$ cat src/rtl/alu_pkg.sv
// Shared definitions for the two-requester ALU arbiter: opcodes, flag bit
// positions, FSM encoding and the illegal-opcode check.
package alu_pkg;

    localparam int unsigned OPC_W = 3;
    localparam int unsigned FLG_W = 4;

    localparam logic [OPC_W-1:0] OP_ADD = 3'b000;
    localparam logic [OPC_W-1:0] OP_SUB = 3'b001;
    localparam logic [OPC_W-1:0] OP_AND = 3'b100;
    localparam logic [OPC_W-1:0] OP_OR  = 3'b101;
    localparam logic [OPC_W-1:0] OP_XOR = 3'b110;
    localparam logic [OPC_W-1:0] OP_NOT = 3'b111;

    localparam int unsigned FLG_C = 3;
    localparam int unsigned FLG_Z = 2;
    localparam int unsigned FLG_V = 1;
    localparam int unsigned FLG_N = 0;

    typedef enum logic {
        IDLE = 1'b0,
        EXEC = 1'b1
    } state_e;

    // 010 and 011 have no ALU operation behind them
    function automatic logic is_illegal(input logic [OPC_W-1:0] op);
        return (op == 3'b010) || (op == 3'b011);
    endfunction

endpackage

$ cat src/rtl/alu_arbiter_rr_arb2.sv
// Two-input round-robin arbiter; on a tie the requester that did not win
// last time gets the grant. last_grant only moves on an advance strobe.
module rr_arb2 (
    input  logic       clk,
    input  logic       rst_n,
    input  logic [1:0] elig,
    input  logic       advance,
    output logic [1:0] grant_c
);

    logic last_grant_q;
    logic last_grant_d;

    always_comb begin
        grant_c = 2'b00;
        unique case (elig)
            2'b01:   grant_c = 2'b01;
            2'b10:   grant_c = 2'b10;
            2'b11:   grant_c = last_grant_q ? 2'b01 : 2'b10;
            default: grant_c = 2'b00;
        endcase
    end

    always_comb begin
        last_grant_d = last_grant_q;
        if (advance && (grant_c != 2'b00)) begin
            last_grant_d = grant_c[1];
        end
    end

    // Reset to 1 so requester 0 wins the first tie
    always_ff @(posedge clk or negedge rst_n) begin
        if (!rst_n) begin
            last_grant_q <= 1'b1;
        end else begin
            last_grant_q <= last_grant_d;
        end
    end

endmodule

$ cat src/rtl/alu_arbiter.sv
// Shares one external ALU between two requesters: round-robin grant, one
// execute cycle, result returned through a per-requester one-entry slot.
module alu_arbiter
    import alu_pkg::*;
#(
    parameter int unsigned DATA_W = 8,
    parameter int unsigned CNT_W  = 16
) (
    input  logic              clk,
    input  logic              rst_n,
    input  logic              req0_valid,
    output logic              req0_ready,
    input  logic [OPC_W-1:0]  req0_opcode,
    input  logic [DATA_W-1:0] req0_a,
    input  logic [DATA_W-1:0] req0_b,
    input  logic              req1_valid,
    output logic              req1_ready,
    input  logic [OPC_W-1:0]  req1_opcode,
    input  logic [DATA_W-1:0] req1_a,
    input  logic [DATA_W-1:0] req1_b,
    output logic              rsp0_valid,
    input  logic              rsp0_ready,
    output logic [DATA_W-1:0] rsp0_result,
    output logic [FLG_W-1:0]  rsp0_flags,
    output logic              rsp0_err,
    output logic              rsp1_valid,
    input  logic              rsp1_ready,
    output logic [DATA_W-1:0] rsp1_result,
    output logic [FLG_W-1:0]  rsp1_flags,
    output logic              rsp1_err,
    output logic [OPC_W-1:0]  alu_opcode,
    output logic [DATA_W-1:0] alu_a,
    output logic [DATA_W-1:0] alu_b,
    input  logic [DATA_W-1:0] alu_result,
    input  logic              alu_carry,
    input  logic              alu_zero,
    input  logic              alu_overflow,
    input  logic              alu_negative,
    output logic              busy,
    output logic [CNT_W-1:0]  op_count
);

    state_e                       state_q, state_d;
    logic                         owner_q, owner_d;
    logic [OPC_W-1:0]             opc_q, opc_d;
    logic [DATA_W-1:0]            a_q, a_d;
    logic [DATA_W-1:0]            b_q, b_d;
    logic [1:0]                   rsp_valid_q, rsp_valid_d;
    logic [1:0][DATA_W-1:0]       rsp_result_q, rsp_result_d;
    logic [1:0][FLG_W-1:0]        rsp_flags_q, rsp_flags_d;
    logic [1:0]                   rsp_err_q, rsp_err_d;
    logic [CNT_W-1:0]             op_count_q, op_count_d;

    logic [1:0] elig_c;
    logic [1:0] grant_c;
    logic [1:0] rsp_ready_c;
    logic       advance_c;

    // A full response slot blocks only its own requester
    assign elig_c      = {req1_valid & ~rsp_valid_q[1], req0_valid & ~rsp_valid_q[0]};
    assign rsp_ready_c = {rsp1_ready, rsp0_ready};
    assign advance_c   = (state_q == IDLE);

    rr_arb2 u_arb (
        .clk     (clk),
        .rst_n   (rst_n),
        .elig    (elig_c),
        .advance (advance_c),
        .grant_c (grant_c)
    );

    always_comb begin
        state_d      = state_q;
        owner_d      = owner_q;
        opc_d        = opc_q;
        a_d          = a_q;
        b_d          = b_q;
        rsp_valid_d  = rsp_valid_q;
        rsp_result_d = rsp_result_q;
        rsp_flags_d  = rsp_flags_q;
        rsp_err_d    = rsp_err_q;
        op_count_d   = op_count_q;

        for (int i = 0; i < 2; i++) begin
            if (rsp_valid_q[i] && rsp_ready_c[i]) begin
                rsp_valid_d[i] = 1'b0;
            end
        end

        unique case (state_q)
            IDLE: begin
                if (grant_c != 2'b00) begin
                    state_d = EXEC;
                    owner_d = grant_c[1];
                    opc_d   = grant_c[1] ? req1_opcode : req0_opcode;
                    a_d     = grant_c[1] ? req1_a      : req0_a;
                    b_d     = grant_c[1] ? req1_b      : req0_b;
                end
            end
            EXEC: begin
                state_d              = IDLE;
                rsp_valid_d[owner_q] = 1'b1;
                op_count_d           = op_count_q + CNT_W'(1);
                if (is_illegal(opc_q)) begin
                    rsp_result_d[owner_q] = '0;
                    rsp_flags_d[owner_q]  = '0;
                    rsp_err_d[owner_q]    = 1'b1;
                end else begin
                    rsp_result_d[owner_q]        = alu_result;
                    rsp_flags_d[owner_q][FLG_C]  = alu_carry;
                    rsp_flags_d[owner_q][FLG_Z]  = alu_zero;
                    rsp_flags_d[owner_q][FLG_V]  = alu_overflow;
                    rsp_flags_d[owner_q][FLG_N]  = alu_negative;
                    rsp_err_d[owner_q]           = 1'b0;
                end
            end
            default: state_d = IDLE;
        endcase
    end

    always_ff @(posedge clk or negedge rst_n) begin
        if (!rst_n) begin
            state_q      <= IDLE;
            owner_q      <= 1'b0;
            opc_q        <= '0;
            a_q          <= '0;
            b_q          <= '0;
            rsp_valid_q  <= '0;
            rsp_result_q <= '0;
            rsp_flags_q  <= '0;
            rsp_err_q    <= '0;
            op_count_q   <= '0;
        end else begin
            state_q      <= state_d;
            owner_q      <= owner_d;
            opc_q        <= opc_d;
            a_q          <= a_d;
            b_q          <= b_d;
            rsp_valid_q  <= rsp_valid_d;
            rsp_result_q <= rsp_result_d;
            rsp_flags_q  <= rsp_flags_d;
            rsp_err_q    <= rsp_err_d;
            op_count_q   <= op_count_d;
        end
    end

    // Operand registers feed the ALU directly and keep their value in IDLE
    assign alu_opcode  = opc_q;
    assign alu_a       = a_q;
    assign alu_b       = b_q;
    assign busy        = (state_q == EXEC);
    assign op_count    = op_count_q;
    assign req0_ready  = (state_q == IDLE) & grant_c[0];
    assign req1_ready  = (state_q == IDLE) & grant_c[1];
    assign rsp0_valid  = rsp_valid_q[0];
    assign rsp0_result = rsp_result_q[0];
    assign rsp0_flags  = rsp_flags_q[0];
    assign rsp0_err    = rsp_err_q[0];
    assign rsp1_valid  = rsp_valid_q[1];
    assign rsp1_result = rsp_result_q[1];
    assign rsp1_flags  = rsp_flags_q[1];
    assign rsp1_err    = rsp_err_q[1];

endmodule

$ cat config.mk
export PLATFORM = sky130hd
export DESIGN_NAME = alu_arbiter
export DESIGN_NICKNAME = d
export VERILOG_FILES = /design/src/rtl/alu_pkg.sv /design/src/rtl/alu_arbiter_rr_arb2.sv /design/src/rtl/alu_arbiter.sv
export SDC_FILE = /design/constraint.sdc
export NUM_CORES = 1
export LEC_CHECK = 0
export ABC_AREA = 1
export BUFFER_PORTS_ARGS = -buffer_cell sky130_fd_sc_hd__buf_2
export CAP_MARGIN = 20
export CORE_UTILIZATION = 40
export CTS_BUF_LIST = sky130_fd_sc_hd__clkbuf_4
export DETAILED_ROUTE_END_ITERATION = 6
export PLACE_DENSITY = 0.68
export REMOVE_ABC_BUFFERS = 1
export SYNTH_ARGS = -nofsm -noshare
export SYNTH_HDL_FRONTEND = slang
export SYNTH_SLANG_ARGS = --single-unit
$ cat constraint.sdc
create_clock -name clk -period 1.6 [get_ports clk]
set_input_delay 0.16 -clock clk [delete_from_list [all_inputs] [get_ports clk]]
set_output_delay 0.16 -clock clk [all_outputs]
set_load 0.1 [all_outputs]
==> metrics.txt, run 1 <==
# TYPE chip_impl_metric gauge
chip_impl_metric{name="drtAntennaViolNets",unit=""} 0
chip_impl_metric{name="initial_antenna_violation_count",unit=""} 0
chip_impl_metric{name="clockBufferDepth",unit=""} 2
chip_impl_metric{name="floorplan.die_area",unit="sq um"} 8230
chip_impl_metric{name="number_of_global_route_vias_before_repair",unit=""} 2775
chip_impl_metric{name="cts_htree_levels",unit=""} 3
chip_impl_info{name="kind_of_end_point_of_the_critical_path",value="output port"} 1
chip_impl_metric{name="syn2layout_area_growth",unit="%"} 35.9
chip_impl_metric{name="max_slew.worst_pin.slew",unit="ns"} 0.508
chip_impl_metric{name="placement.io_buffers",unit=""} 121
chip_impl_metric{name="synthesis.area_per_instance",unit="sq um"} 8.20
chip_impl_metric{name="fmax",unit="MHz"} 619
chip_impl_metric{name="first_iter_violations",unit=""} 94
chip_impl_metric{name="hpwl_after_dpl",unit="um"} 5330
chip_impl_info{name="violations",value="negative setup slack"} 1
chip_impl_metric{name="global_route_usage_sum",unit=""} 0.196
chip_impl_metric{name="syn_std_cell_area",unit="sq um"} 3150
chip_impl_metric{name="slowest_delay",unit="ns"} 0.40
chip_impl_metric{name="core_area",unit="sq um"} 7450
chip_impl_metric{name="finalWirelength",unit="um"} 7610
chip_impl_metric{name="setup_slack",unit="ns"} -0.0153
chip_impl_metric{name="route.detailed.vias_per_inst",unit=""} 4.55
chip_impl_metric{name="post-place-cells",unit=""} 601
chip_impl_metric{name="tritoncts.num_buffers",unit=""} 9
chip_impl_info{name="synth_top_cell_by_area",value="sky130_fd_sc_hd__dfrtp_1"} 1
chip_impl_metric{name="detailedRoute.firstPassIterationCount",unit=""} 4
chip_impl_info{name="slowest_stage",value="sky130_fd_sc_hd__dfrtp_1"} 1
chip_impl_metric{name="pin_count_of_the_biggest_net_entering_global_routing",unit=""} 52
chip_impl_info{name="worstSetupPathType",value="reg -> out"} 1
chip_impl_metric{name="fp.dieW",unit="um"} 90.7
chip_impl_metric{name="dpl_cell_area",unit="sq um"} 3950
chip_impl_metric{name="hold_viol",unit=""} 0
chip_impl_metric{name="maxSlewViolCount",unit=""} 0
chip_impl_info{name="outcome",value="finished with violations"} 1
chip_impl_metric{name="fillers",unit=""} 693
chip_impl_metric{name="globalRoute.totalOverflow",unit=""} 0
chip_impl_info{name="cp_cell_sequence",value="inv_2 -> nand2_2 -> inv_2 -> o21ai_4 -> buf_6 -> nor2_4 -> buf_12"} 1
chip_impl_info{name="synth.top_cells.by_area",value="sky130_fd_sc_hd__dfrtp_1 52%, sky130_fd_sc_hd__nand2_1 15%, sky130_fd_sc_hd__inv_1 8.1%"} 1
chip_impl_metric{name="timing.final.crit_share",unit=""} 1.01
chip_impl_metric{name="met3WireLength",unit="um"} 457
chip_impl_info{name="cts_tree",value="done"} 1
chip_impl_metric{name="ys_warn_count",unit=""} 0
chip_impl_metric{name="fin_worst_skew",unit="ns"} 0.0105
chip_impl_metric{name="route.detailed.wl_per_inst",unit="um"} 12.0
chip_impl_metric{name="drcViolationCount",unit=""} 0
chip_impl_metric{name="holdWs",unit="ns"} 0.0368
chip_impl_metric{name="total_of_max_cap_violations",unit=""} 0
chip_impl_metric{name="routabilityCongestion",unit=""} 0.780
chip_impl_metric{name="effective_utilization_at_floorplan",unit=""} 0.423
chip_impl_metric{name="worstPathMaxFanout",unit=""} 3
chip_impl_metric{name="synth-seq-cells",unit=""} 66
chip_impl_metric{name="arrival",unit="ns"} 1.46
chip_impl_metric{name="yosysSeqAreaShare",unit=""} 0.525
chip_impl_info{name="critPathLaunchType",value="flip-flop"} 1
chip_impl_metric{name="cts.sinks",unit=""} 66
chip_impl_metric{name="critPathRequiredTime",unit="ns"} 1.44
chip_impl_metric{name="layoutNonFillerInstCount",unit=""} 632
chip_impl_metric{name="grt_pass1_wl",unit="um"} 12700
chip_impl_info{name="highest-signal-layer",value="met4"} 1
chip_impl_metric{name="drive_above_1_share",unit=""} 0.332
chip_impl_metric{name="post_synth_num_cell_types",unit=""} 24
chip_impl_metric{name="vias",unit=""} 2877
chip_impl_metric{name="finalInstanceArea",unit="sq um"} 4280
chip_impl_metric{name="row_count",unit=""} 31
chip_impl_metric{name="clkTransAtPathRegs",unit="ns"} 0.10
chip_impl_info{name="path_common_cell",value="sky130_fd_sc_hd__inv_2"} 1
chip_impl_metric{name="detailroute.wirelength.met2",unit="um"} 3650
chip_impl_info{name="clock_tree.root_cell",value="sky130_fd_sc_hd__clkbuf_4"} 1
chip_impl_metric{name="synth.top_cell.area_share",unit=""} 0.516
chip_impl_metric{name="synth_cells",unit=""} 384
chip_impl_metric{name="met1_length",unit="um"} 3420
chip_impl_metric{name="worstSkewPairLatency",unit="ns"} 0.40
chip_impl_info{name="worst_hold_path_type",value="in -> reg"} 1
chip_impl_metric{name="finalSetupViolCount",unit=""} 2
chip_impl_metric{name="slew_headroom",unit=""} 0.664
chip_impl_metric{name="period_minus_ws_final",unit="ns"} 1.62
chip_impl_metric{name="io_pins",unit=""} 122
chip_impl_metric{name="detailedPlace.worstSlack",unit="ns"} 0.212
chip_impl_metric{name="diodes",unit=""} 0
chip_impl_info{name="grt_setup_unrepaired",value="true"} 1
chip_impl_metric{name="dieHeight",unit="um"} 90.7
chip_impl_metric{name="final_net_count",unit=""} 586
==> kinds of logic after synthesis <==
kind of cell | count (synthesis) | share of synthesized area
AOI/OAI and AO/OA | 31 | 0.0552
xor gates and xnor gates | 10 | 0.0278
adders and majority gates | 1 | 0.00397
buffers and inverters | 84 | 0.115
DFF | 66 | 0.525
and+or+nand+nor | 192 | 0.273
==> state kept, by name (all words and copies together), names as in the netlist, named ones only <==
signal and cells:
op_count 16, alu_a 8, alu_b 8, rsp0_result 8
rsp1_result 8, rsp0_flags 4, rsp1_flags 4, alu_opcode 3
rsp_valid_q 2, busy 1, owner_q 1, u_arb.last_grant_q 1
==> layer usage <==
metal,global-route usage,vias up
met4,0.0618,0
met2,0.328,105
met3,0.0572,8
li1,-,1454
met1,0.242,1310
met5,0,-
==> path summary, 6_finish.rpt <==
| check | from | end | slack [ns] | depth (start not counted) |
|---|---|---|---|---|
| worst max-delay path | rsp_valid_q[0]$_DFF_PN0_ | req0_ready | -0.02 | 7 |
| worst min-delay path | alu_negative | rsp0_flags[0]$_DFFE_PN0P_ | 0.04 | 3 |
| worst max register to register | rsp_valid_q[1]$_DFF_PN0_ | alu_b[4]$_DFFE_PN0P_ | 0.23 | 8 |
| worst min register to register | rsp1_result[2]$_DFFE_PN0P_ | rsp1_result[2]$_DFFE_PN0P_ | 0.49 | 2 |
| max in group asynchronous | rst_n | u_arb.last_grant_q$_DFFE_PN1P_ | 0.75 | 3 |
| min in group asynchronous | rst_n | alu_b[2]$_DFFE_PN0P_ | 0.20 | 2 |
==> worst max-delay path: cells and delay by family (launching register included) <==
| family | cells | cell delay (ns) |
|---|---|---|
| AOI/OAI and AO/OA | 1 | 0.06 |
| DFF | 1 | 0.40 |
| buffers and inverters | 4 | 0.43 |
| and+or+nand+nor | 2 | 0.17 |
==> synthesized netlist by cell type, drive strengths merged <==
cell type  instances
buf               14
dfrtp             65
dfstp              1
ha                 1
inv               70
nand2            128
nand3             42
nand3b             1
nand4              4
nor2              16
nor3               1
o21a               2
o21ai             28
o21bai             1
xnor2              2
xor2               8
==> timing repair <==
item / in CTS / in global routing
pin swaps: 3 / 1
endpoints found under the setup margin: 2 / 2
resized for setup: 13 / 1
hold buffers: 11 / 0
hold endpoints to repair: 26 / 0
buffers inserted: 5 / 0
==> layout make-up <==
| class | count | area [sq um] | share of cell area |
|---|---|---|---|
| clock inverters | 6 | 82.6 | 0.0193 |
| flip-flops and latches | 66 | 1650 | 0.386 |
| inverters | 70 | 263 | 0.0614 |
| repair buffers | 148 | 922 | 0.215 |
| multi-input cells | 234 | 1170 | 0.273 |
| well taps | 99 | 124 | 0.0289 |
| clock buffers | 9 | 67.6 | 0.0158 |
==> stage by stage <==
stage	util	TNS, ns
after floorplan	-	-32.37
after global placement	0.530	0
after detailed placement	0.530	0
after CTS	0.574	-0.121
after global routing	0.575	-0.256
final	0.575	-0.0259
==> layout by cell type (no fill, tap or decap), types with 4 or more instances in the layout <==
| cell type | n |
|---|---|
| sky130_fd_sc_hd__buf_12 | 6 |
| sky130_fd_sc_hd__nand2_4 | 4 |
| sky130_fd_sc_hd__o21ai_1 | 8 |
| sky130_fd_sc_hd__nand4_1 | 4 |
| sky130_fd_sc_hd__nand2_2 | 6 |
| sky130_fd_sc_hd__buf_2 | 118 |
| sky130_fd_sc_hd__nor2_4 | 6 |
| sky130_fd_sc_hd__dfrtp_1 | 65 |
| sky130_fd_sc_hd__xor2_1 | 8 |
| sky130_fd_sc_hd__clkbuf_4 | 9 |
| sky130_fd_sc_hd__nand2_1 | 118 |
| sky130_fd_sc_hd__dlygate4sd3_1 | 11 |
| sky130_fd_sc_hd__nor2_1 | 8 |
| sky130_fd_sc_hd__inv_1 | 64 |
| sky130_fd_sc_hd__nand3_1 | 42 |
| sky130_fd_sc_hd__buf_4 | 12 |
| sky130_fd_sc_hd__inv_2 | 6 |
| sky130_fd_sc_hd__o21ai_0 | 19 |
Power of run 1 is left out: the tool's default activity adds up to more than one toggle a clock period on the data nets, which glitch-free logic cannot reach.
==> run 2, diff against run 1 <==
--- a/config.mk
+++ b/config.mk
@@ -13,6 +13,7 @@
 export DETAILED_ROUTE_END_ITERATION = 6
 export PLACE_DENSITY = 0.68
 export REMOVE_ABC_BUFFERS = 1
+export SETUP_SLACK_MARGIN = 0.5
 export SYNTH_ARGS = -nofsm -noshare
 export SYNTH_HDL_FRONTEND = slang
 export SYNTH_SLANG_ARGS = --single-unit
==> run 2 against run 1 <==
Against the previous run: the flow still finishes with violations (negative setup slack); final area up 57%; critical path depth unchanged; fmax down 7.9%; worst hold slack better by 0.0073 ns; sequential share of layout area down 14 points; final cell count up 11%; utilization up 33 points; clock skew up 0.026 ns; wire length up 94%; clock-buffer cell count unchanged; global-route usage up 6.3 points; critical path type unchanged.
==> metrics.txt, run 2 (synthesis gave the netlist of run 1 again) <==
# TYPE chip_impl_metric gauge
chip_impl_metric{name="clockBufferDepth",unit=""} 2
chip_impl_metric{name="hold_viol",unit=""} 0
chip_impl_metric{name="fillers",unit=""} 291
chip_impl_metric{name="timing.final.crit_share",unit=""} 1.10
chip_impl_metric{name="detailedPlace.worstSlack",unit="ns"} 0.212
chip_impl_metric{name="cts_htree_levels",unit=""} 3
chip_impl_metric{name="global_route_usage_sum",unit=""} 0.259
chip_impl_info{name="violations",value="negative setup slack"} 1
chip_impl_metric{name="tritoncts.num_buffers",unit=""} 9
chip_impl_metric{name="vias",unit=""} 3703
chip_impl_metric{name="floorplan.die_area",unit="sq um"} 8230
chip_impl_metric{name="slew_headroom",unit=""} 0.727
chip_impl_metric{name="effective_utilization_at_floorplan",unit=""} 0.423
chip_impl_metric{name="io_pins",unit=""} 122
chip_impl_metric{name="diodes",unit=""} 0
chip_impl_metric{name="grt_pass1_wl",unit="um"} 16800
chip_impl_metric{name="clkTransAtPathRegs",unit="ns"} 0.12
chip_impl_info{name="rr_endpoint",value="alu_b[5]$_DFFE_PN0P_"} 1
chip_impl_metric{name="period_minus_ws_final",unit="ns"} 1.75
chip_impl_metric{name="critPathRequiredTime",unit="ns"} 1.44
chip_impl_metric{name="finalWirelength",unit="um"} 14800
chip_impl_metric{name="max_slew.worst_pin.slew",unit="ns"} 0.410
chip_impl_info{name="worst_hold_path_type",value="in -> reg"} 1
chip_impl_info{name="critical_path.endpoint",value="req0_ready"} 1
chip_impl_info{name="most_common_cell_after_layout_fill_and_taps_aside",value="sky130_fd_sc_hd__nand2_1"} 1
chip_impl_info{name="layout_common_cells",value="83 x sky130_fd_sc_hd__nand2_1, 78 x sky130_fd_sc_hd__buf_12, 61 x sky130_fd_sc_hd__inv_1"} 1
chip_impl_metric{name="core_area",unit="sq um"} 7450
chip_impl_info{name="cts_tree",value="done"} 1
chip_impl_info{name="outcome",value="finished with violations"} 1
chip_impl_metric{name="drive_above_1_share",unit=""} 0.603
chip_impl_metric{name="placement.io_buffers",unit=""} 121
chip_impl_info{name="worstSetupPathType",value="reg -> out"} 1
chip_impl_metric{name="initial_antenna_violation_count",unit=""} 0
chip_impl_metric{name="r2r.worst_path.cells",unit=""} 11
chip_impl_metric{name="cts.sinks",unit=""} 66
chip_impl_info{name="clock_tree.root_cell",value="sky130_fd_sc_hd__clkbuf_4"} 1
chip_impl_metric{name="setup_slack",unit="ns"} -0.153
chip_impl_metric{name="arrival",unit="ns"} 1.59
chip_impl_metric{name="hpwl_after_dpl",unit="um"} 5330
chip_impl_metric{name="timing.reg2reg.setup_slack",unit="ns"} -0.05
chip_impl_metric{name="dpl_cell_area",unit="sq um"} 3950
chip_impl_metric{name="fp.dieW",unit="um"} 90.7
chip_impl_metric{name="final_net_count",unit=""} 657
chip_impl_metric{name="worstSkewPairLatency",unit="ns"} 0.44
chip_impl_info{name="r2r_start",value="rsp_valid_q[1]$_DFF_PN0_"} 1
chip_impl_metric{name="largest_register_ff_count",unit=""} 16
chip_impl_metric{name="number_of_global_route_vias_before_repair",unit=""} 3420
chip_impl_metric{name="globalRoute.totalOverflow",unit=""} 0
chip_impl_metric{name="route.detailed.vias_per_inst",unit=""} 5.27
chip_impl_metric{name="detailedRoute.firstPassIterationCount",unit=""} 4
chip_impl_metric{name="worstPathMaxFanout",unit=""} 3
chip_impl_metric{name="first_iter_violations",unit=""} 218
chip_impl_metric{name="sum_neg_setup_slack",unit="ns"} -0.568
chip_impl_info{name="kind_of_end_point_of_the_critical_path",value="output port"} 1
chip_impl_metric{name="finalCoreUtilization",unit=""} 0.900
chip_impl_metric{name="row_count",unit=""} 31
chip_impl_metric{name="total_of_max_cap_violations",unit=""} 0
chip_impl_info{name="critPathLaunchType",value="flip-flop"} 1
chip_impl_metric{name="drcViolationCount",unit=""} 0
chip_impl_metric{name="drtAntennaViolNets",unit=""} 0
chip_impl_metric{name="dieHeight",unit="um"} 90.7
chip_impl_info{name="cp-startpoint",value="rsp_valid_q[0]$_DFF_PN0_"} 1
chip_impl_metric{name="fmax",unit="MHz"} 570
chip_impl_metric{name="finalInstanceArea",unit="sq um"} 6700
chip_impl_metric{name="routabilityCongestion",unit=""} 0.780
chip_impl_metric{name="route.detailed.wl_per_inst",unit="um"} 21.0
chip_impl_metric{name="finalSetupViolCount",unit=""} 16
chip_impl_metric{name="fin_worst_skew",unit="ns"} 0.0365
chip_impl_metric{name="pin_count_of_the_biggest_net_entering_global_routing",unit=""} 52
chip_impl_metric{name="maxSlewViolCount",unit=""} 0
chip_impl_metric{name="syn2layout_area_growth",unit="%"} 113
chip_impl_info{name="grt_setup_unrepaired",value="true"} 1
## run 2: cell count changes in the layout (fill, tap and decap cells not counted), moves of 17 or more
cell	delta
sky130_fd_sc_hd__buf_12	+72
sky130_fd_sc_hd__buf_2	-63
sky130_fd_sc_hd__nand2_1	-35
sky130_fd_sc_hd__buf_4	+28
sky130_fd_sc_hd__nand2_4	+27
sky130_fd_sc_hd__nand3_1	-27
sky130_fd_sc_hd__nand3_2	+26
sky130_fd_sc_hd__buf_6	+25
sky130_fd_sc_hd__dfrtp_1	-22
sky130_fd_sc_hd__dfrtp_2	+22
sky130_fd_sc_hd__o21ai_2	+21
sky130_fd_sc_hd__o21ai_0	-17
## run 2: metrics by stage
stage	instances	hold WS [ns]
2_1_floorplan	370	-0.136
3_3_place_gp	601	0.111
3_5_place_dp	601	0.108
4_1_cts	663	0.000758
5_1_grt	703	0.0309
6_report	703	0.0441
## run 2: worst max-delay path: stages (launching register included)
cell                      delay [ns]
sky130_fd_sc_hd__dfrtp_1        0.43
sky130_fd_sc_hd__inv_2          0.10
sky130_fd_sc_hd__nand2_4        0.07
sky130_fd_sc_hd__inv_2          0.08
sky130_fd_sc_hd__o21ai_4        0.08
sky130_fd_sc_hd__buf_6          0.13
sky130_fd_sc_hd__nor2_4         0.10
sky130_fd_sc_hd__buf_12         0.18
## run 2: how the worst min path moves through the flow
stage | start | to | cells past startpoint
floorplan | rst_n | async pin | 0
global placement | rst_n | alu_b[2]$_DFFE_PN0P_ | 1
detailed placement | rst_n | alu_b[2]$_DFFE_PN0P_ | 1
CTS | alu_overflow | rsp1_flags[1]$_DFFE_PN0P_ | 3
global route | alu_result[5] | rsp1_result[5]$_DFFE_PN0P_ | 3
finish | req0_b[7] | alu_b[7]$_DFFE_PN0P_ | 5
## run 2: what timing repair did
action / CTS / global route
gates cloned: 3 / 7
setup endpoints to repair: 127 / 127
setup buffers: 34 / 33
pin swaps: 28 / 23
endpoints found under the hold margin: 28 / 0
resized for setup: 347 / 145
hold buffers: 10 / 0
## run 2: layout make-up
type | count | area (sq um) | area share
well taps | 99 | 124 | 0.0185
multi-input cells | 235 | 1730 | 0.257
clock buffers | 9 | 67.6 | 0.0101
repair buffers | 218 | 2740 | 0.409
inverters | 70 | 283 | 0.0422
clock inverters | 6 | 82.6 | 0.0123
flip-flops and latches | 66 | 1680 | 0.251
## run 2: per-layer routing
layer / share of wire / GRT usage
met4: 0.053 / 0.103
met5: 0 / 0
met2: 0.54 / 0.463
met3: 0.065 / 0.0581
met1: 0.35 / 0.296
Power of run 2 is left out for the same reason.
==> run 3, diff against run 2 <==
--- a/config.mk
+++ b/config.mk
@@ -7,7 +7,7 @@
 export LEC_CHECK = 0
 export ABC_AREA = 1
 export BUFFER_PORTS_ARGS = -buffer_cell sky130_fd_sc_hd__buf_2
-export CAP_MARGIN = 20
+export CORE_ASPECT_RATIO = 0.5
 export CORE_UTILIZATION = 40
 export CTS_BUF_LIST = sky130_fd_sc_hd__clkbuf_4
 export DETAILED_ROUTE_END_ITERATION = 6
@@ -17,3 +17,4 @@
 export SYNTH_ARGS = -nofsm -noshare
 export SYNTH_HDL_FRONTEND = slang
 export SYNTH_SLANG_ARGS = --single-unit
+export TNS_END_PERCENT = 10
==> run 3 against run 2 <==
Against the previous run: critical path depth did not move; final area fell by 17%; final cell count shrank 6.1%; worst setup slack improved by 0.097 ns; die area up 0.26%; the flow still finishes with violations (negative setup slack); highest routed layer unchanged; non-clock buffer count shrank 52.
==> metrics.txt, run 3 (synthesis gave the netlist of run 1 again) <==
# TYPE chip_impl_metric gauge
chip_impl_info{name="outcome",value="finished with violations"} 1
chip_impl_info{name="violations",value="negative setup slack"} 1
chip_impl_metric{name="setup_slack",unit="ns"} -0.0563
chip_impl_metric{name="dpl_cell_area",unit="sq um"} 3930
chip_impl_info{name="kind_of_end_point_of_the_critical_path",value="output port"} 1
chip_impl_metric{name="detailedRoute.firstPassIterationCount",unit=""} 4
chip_impl_metric{name="fillers",unit=""} 485
chip_impl_metric{name="routabilityCongestion",unit=""} 0.774
chip_impl_info{name="worstHoldStart",value="req0_a[5]"} 1
chip_impl_metric{name="globalRoute.totalOverflow",unit=""} 0
chip_impl_info{name="layout_common_cells",value="103 x sky130_fd_sc_hd__nand2_1, 69 x sky130_fd_sc_hd__buf_12, 63 x sky130_fd_sc_hd__inv_1"} 1
chip_impl_info{name="critPathLaunchType",value="flip-flop"} 1
chip_impl_metric{name="worstSkewPairLatency",unit="ns"} 0.40
chip_impl_metric{name="global_route_usage_sum",unit=""} 0.224
chip_impl_metric{name="total_of_max_cap_violations",unit=""} 0
chip_impl_metric{name="worst_hold_path_depth",unit=""} 5
chip_impl_metric{name="largest_register_ff_count",unit=""} 16
chip_impl_info{name="clock_tree.root_cell",value="sky130_fd_sc_hd__clkbuf_4"} 1
chip_impl_metric{name="effective_utilization_at_floorplan",unit=""} 0.422
chip_impl_metric{name="first_iter_violations",unit=""} 125
chip_impl_metric{name="clkTransAtPathRegs",unit="ns"} 0.11
chip_impl_metric{name="worstPathMaxFanout",unit=""} 3
chip_impl_metric{name="finalWirelength",unit="um"} 9070
chip_impl_metric{name="clockBufferDepth",unit=""} 2
chip_impl_metric{name="io_pins",unit=""} 122
chip_impl_metric{name="placement.io_buffers",unit=""} 121
chip_impl_info{name="cts_tree",value="done"} 1
chip_impl_metric{name="vias",unit=""} 3041
chip_impl_info{name="worstSetupPathType",value="reg -> out"} 1
chip_impl_metric{name="drive_above_1_share",unit=""} 0.440
chip_impl_metric{name="final-seq-area",unit="sq um"} 1670
chip_impl_info{name="most_common_cell_after_layout_fill_and_taps_aside",value="sky130_fd_sc_hd__nand2_1"} 1
chip_impl_metric{name="hold_viol",unit=""} 0
chip_impl_metric{name="route.detailed.wl_per_inst",unit="um"} 13.7
chip_impl_metric{name="slew_headroom",unit=""} 0.679
chip_impl_metric{name="syn2layout_area_growth",unit="%"} 77.6
chip_impl_metric{name="finalInstanceArea",unit="sq um"} 5590
chip_impl_metric{name="pin_count_of_the_biggest_net_entering_global_routing",unit=""} 29
chip_impl_metric{name="cts_htree_levels",unit=""} 3
chip_impl_metric{name="diodes",unit=""} 0
chip_impl_metric{name="sum_neg_setup_slack",unit="ns"} -0.112
chip_impl_metric{name="final_net_count",unit=""} 604
chip_impl_metric{name="hpwl_after_dpl",unit="um"} 5150
chip_impl_metric{name="fmax",unit="MHz"} 604
chip_impl_metric{name="critPathRequiredTime",unit="ns"} 1.44
chip_impl_metric{name="floorplan.die_area",unit="sq um"} 8250
chip_impl_metric{name="row_count",unit=""} 22
chip_impl_metric{name="number_of_global_route_vias_before_repair",unit=""} 2971
chip_impl_info{name="min_delay_worst_endpoint",value="alu_a[5]$_DFFE_PN0P_"} 1
chip_impl_metric{name="drcViolationCount",unit=""} 0
chip_impl_metric{name="core_area",unit="sq um"} 7460
chip_impl_metric{name="max_slew.worst_pin.slew",unit="ns"} 0.485
chip_impl_metric{name="timing.final.crit_share",unit=""} 1.04
chip_impl_info{name="rr_endpoint",value="alu_a[1]$_DFFE_PN0P_"} 1
chip_impl_metric{name="period_minus_ws_final",unit="ns"} 1.66
chip_impl_metric{name="cts.sinks",unit=""} 66
chip_impl_metric{name="tritoncts.num_buffers",unit=""} 9
chip_impl_metric{name="multi_input_comb_area",unit="sq um"} 1380
chip_impl_info{name="worst_hold_path_type",value="in -> reg"} 1
chip_impl_metric{name="finalSetupViolCount",unit=""} 2
chip_impl_metric{name="dieHeight",unit="um"} 64.7
chip_impl_metric{name="route.detailed.vias_per_inst",unit=""} 4.61
chip_impl_metric{name="initial_antenna_violation_count",unit=""} 0
chip_impl_metric{name="r2r.worst_path.cells",unit=""} 9
chip_impl_metric{name="grt_pass1_wl",unit="um"} 14100
chip_impl_metric{name="timing.reg2reg.setup_slack",unit="ns"} 0.14
chip_impl_info{name="grt_setup_unrepaired",value="true"} 1
chip_impl_metric{name="fp.dieW",unit="um"} 127
chip_impl_info{name="r2r_start",value="rsp_valid_q[1]$_DFF_PN0_"} 1
chip_impl_metric{name="maxSlewViolCount",unit=""} 0
chip_impl_metric{name="drtAntennaViolNets",unit=""} 0
chip_impl_metric{name="fin_worst_skew",unit="ns"} 0.0143
chip_impl_metric{name="arrival",unit="ns"} 1.50
[run 3: cell types whose count changed in the layout (fill, tap and decap cells not counted), sizes merged, moves of 2 or more]
| cell | before | now |
|---|---|---|
| buf | 203 | 151 |
| dlygate4sd3 | 10 | 15 |
| clkbuf | 14 | 11 |
| bufinv | 2 | 0 |
| clkinv | 3 | 5 |
| clkinvlp | 2 | 0 |
[run 3: worst max-delay path, cell delays in order, from the launching register on]
cell	delay, ns
sky130_fd_sc_hd__dfrtp_1	0.41
sky130_fd_sc_hd__inv_2	0.08
sky130_fd_sc_hd__nand2_4	0.08
sky130_fd_sc_hd__inv_4	0.06
sky130_fd_sc_hd__o21ai_4	0.06
sky130_fd_sc_hd__buf_6	0.13
sky130_fd_sc_hd__nor2_4	0.09
sky130_fd_sc_hd__buf_12	0.18
[run 3: stage by stage]
step                std cells  utilization  hold slack (ns)  setup slack [ns]
CTS                       656        0.725          0.00416           -0.0577
detailed placement        609        0.527            0.110             0.111
global route              660        0.750          0.00894            -0.152
floorplan                 370            -           -0.136             -1.44
finish                    660        0.750           0.0457           -0.0563
global placement          609        0.527            0.105             0.132
[run 3: worst max-delay path by stage]
stage	end	cells past startpoint	from	slack, ns
2_1_floorplan	req1_ready	7	rsp_valid_q[0]$_DFF_PN0_	-1.44
5_1_grt	req1_ready	6	rsp_valid_q[1]$_DFF_PN0_	-0.15
6_report	req0_ready	7	rsp_valid_q[0]$_DFF_PN0_	-0.06
4_1_cts	req1_ready	6	rsp_valid_q[1]$_DFF_PN0_	-0.06
3_5_place_dp	req0_ready	7	rsp_valid_q[0]$_DFF_PN0_	0.11
3_3_place_gp	req0_ready	7	rsp_valid_q[0]$_DFF_PN0_	0.13
[run 3: layout make-up]
type | count | area share
timing repair buffer | 166 | 0.363
sequential | 66 | 0.299
multi-input combinational | 234 | 0.247
inverter | 70 | 0.0483
tap | 108 | 0.0242
clock buffer | 11 | 0.0148
clock inverter | 5 | 0.00380
[run 3: what timing repair did]
item	4_1_cts	5_1_grt
hold endpoints to repair	85	0
resized for setup	309	43
setup endpoints to repair	127	122
buffers inserted	16	4
pin swaps	70	35
hold buffers	15	0
[run 3: per-layer routing]
metal	vias to the layer above	routed length [um]	GRT usage
li1	1501	-	-
met1	1435	3790	0.253
met2	90	4720	0.408
met3	15	389	0.0595
met4	0	174	0.0923
met5	-	0	0
Power of run 3 is left out for the same reason.
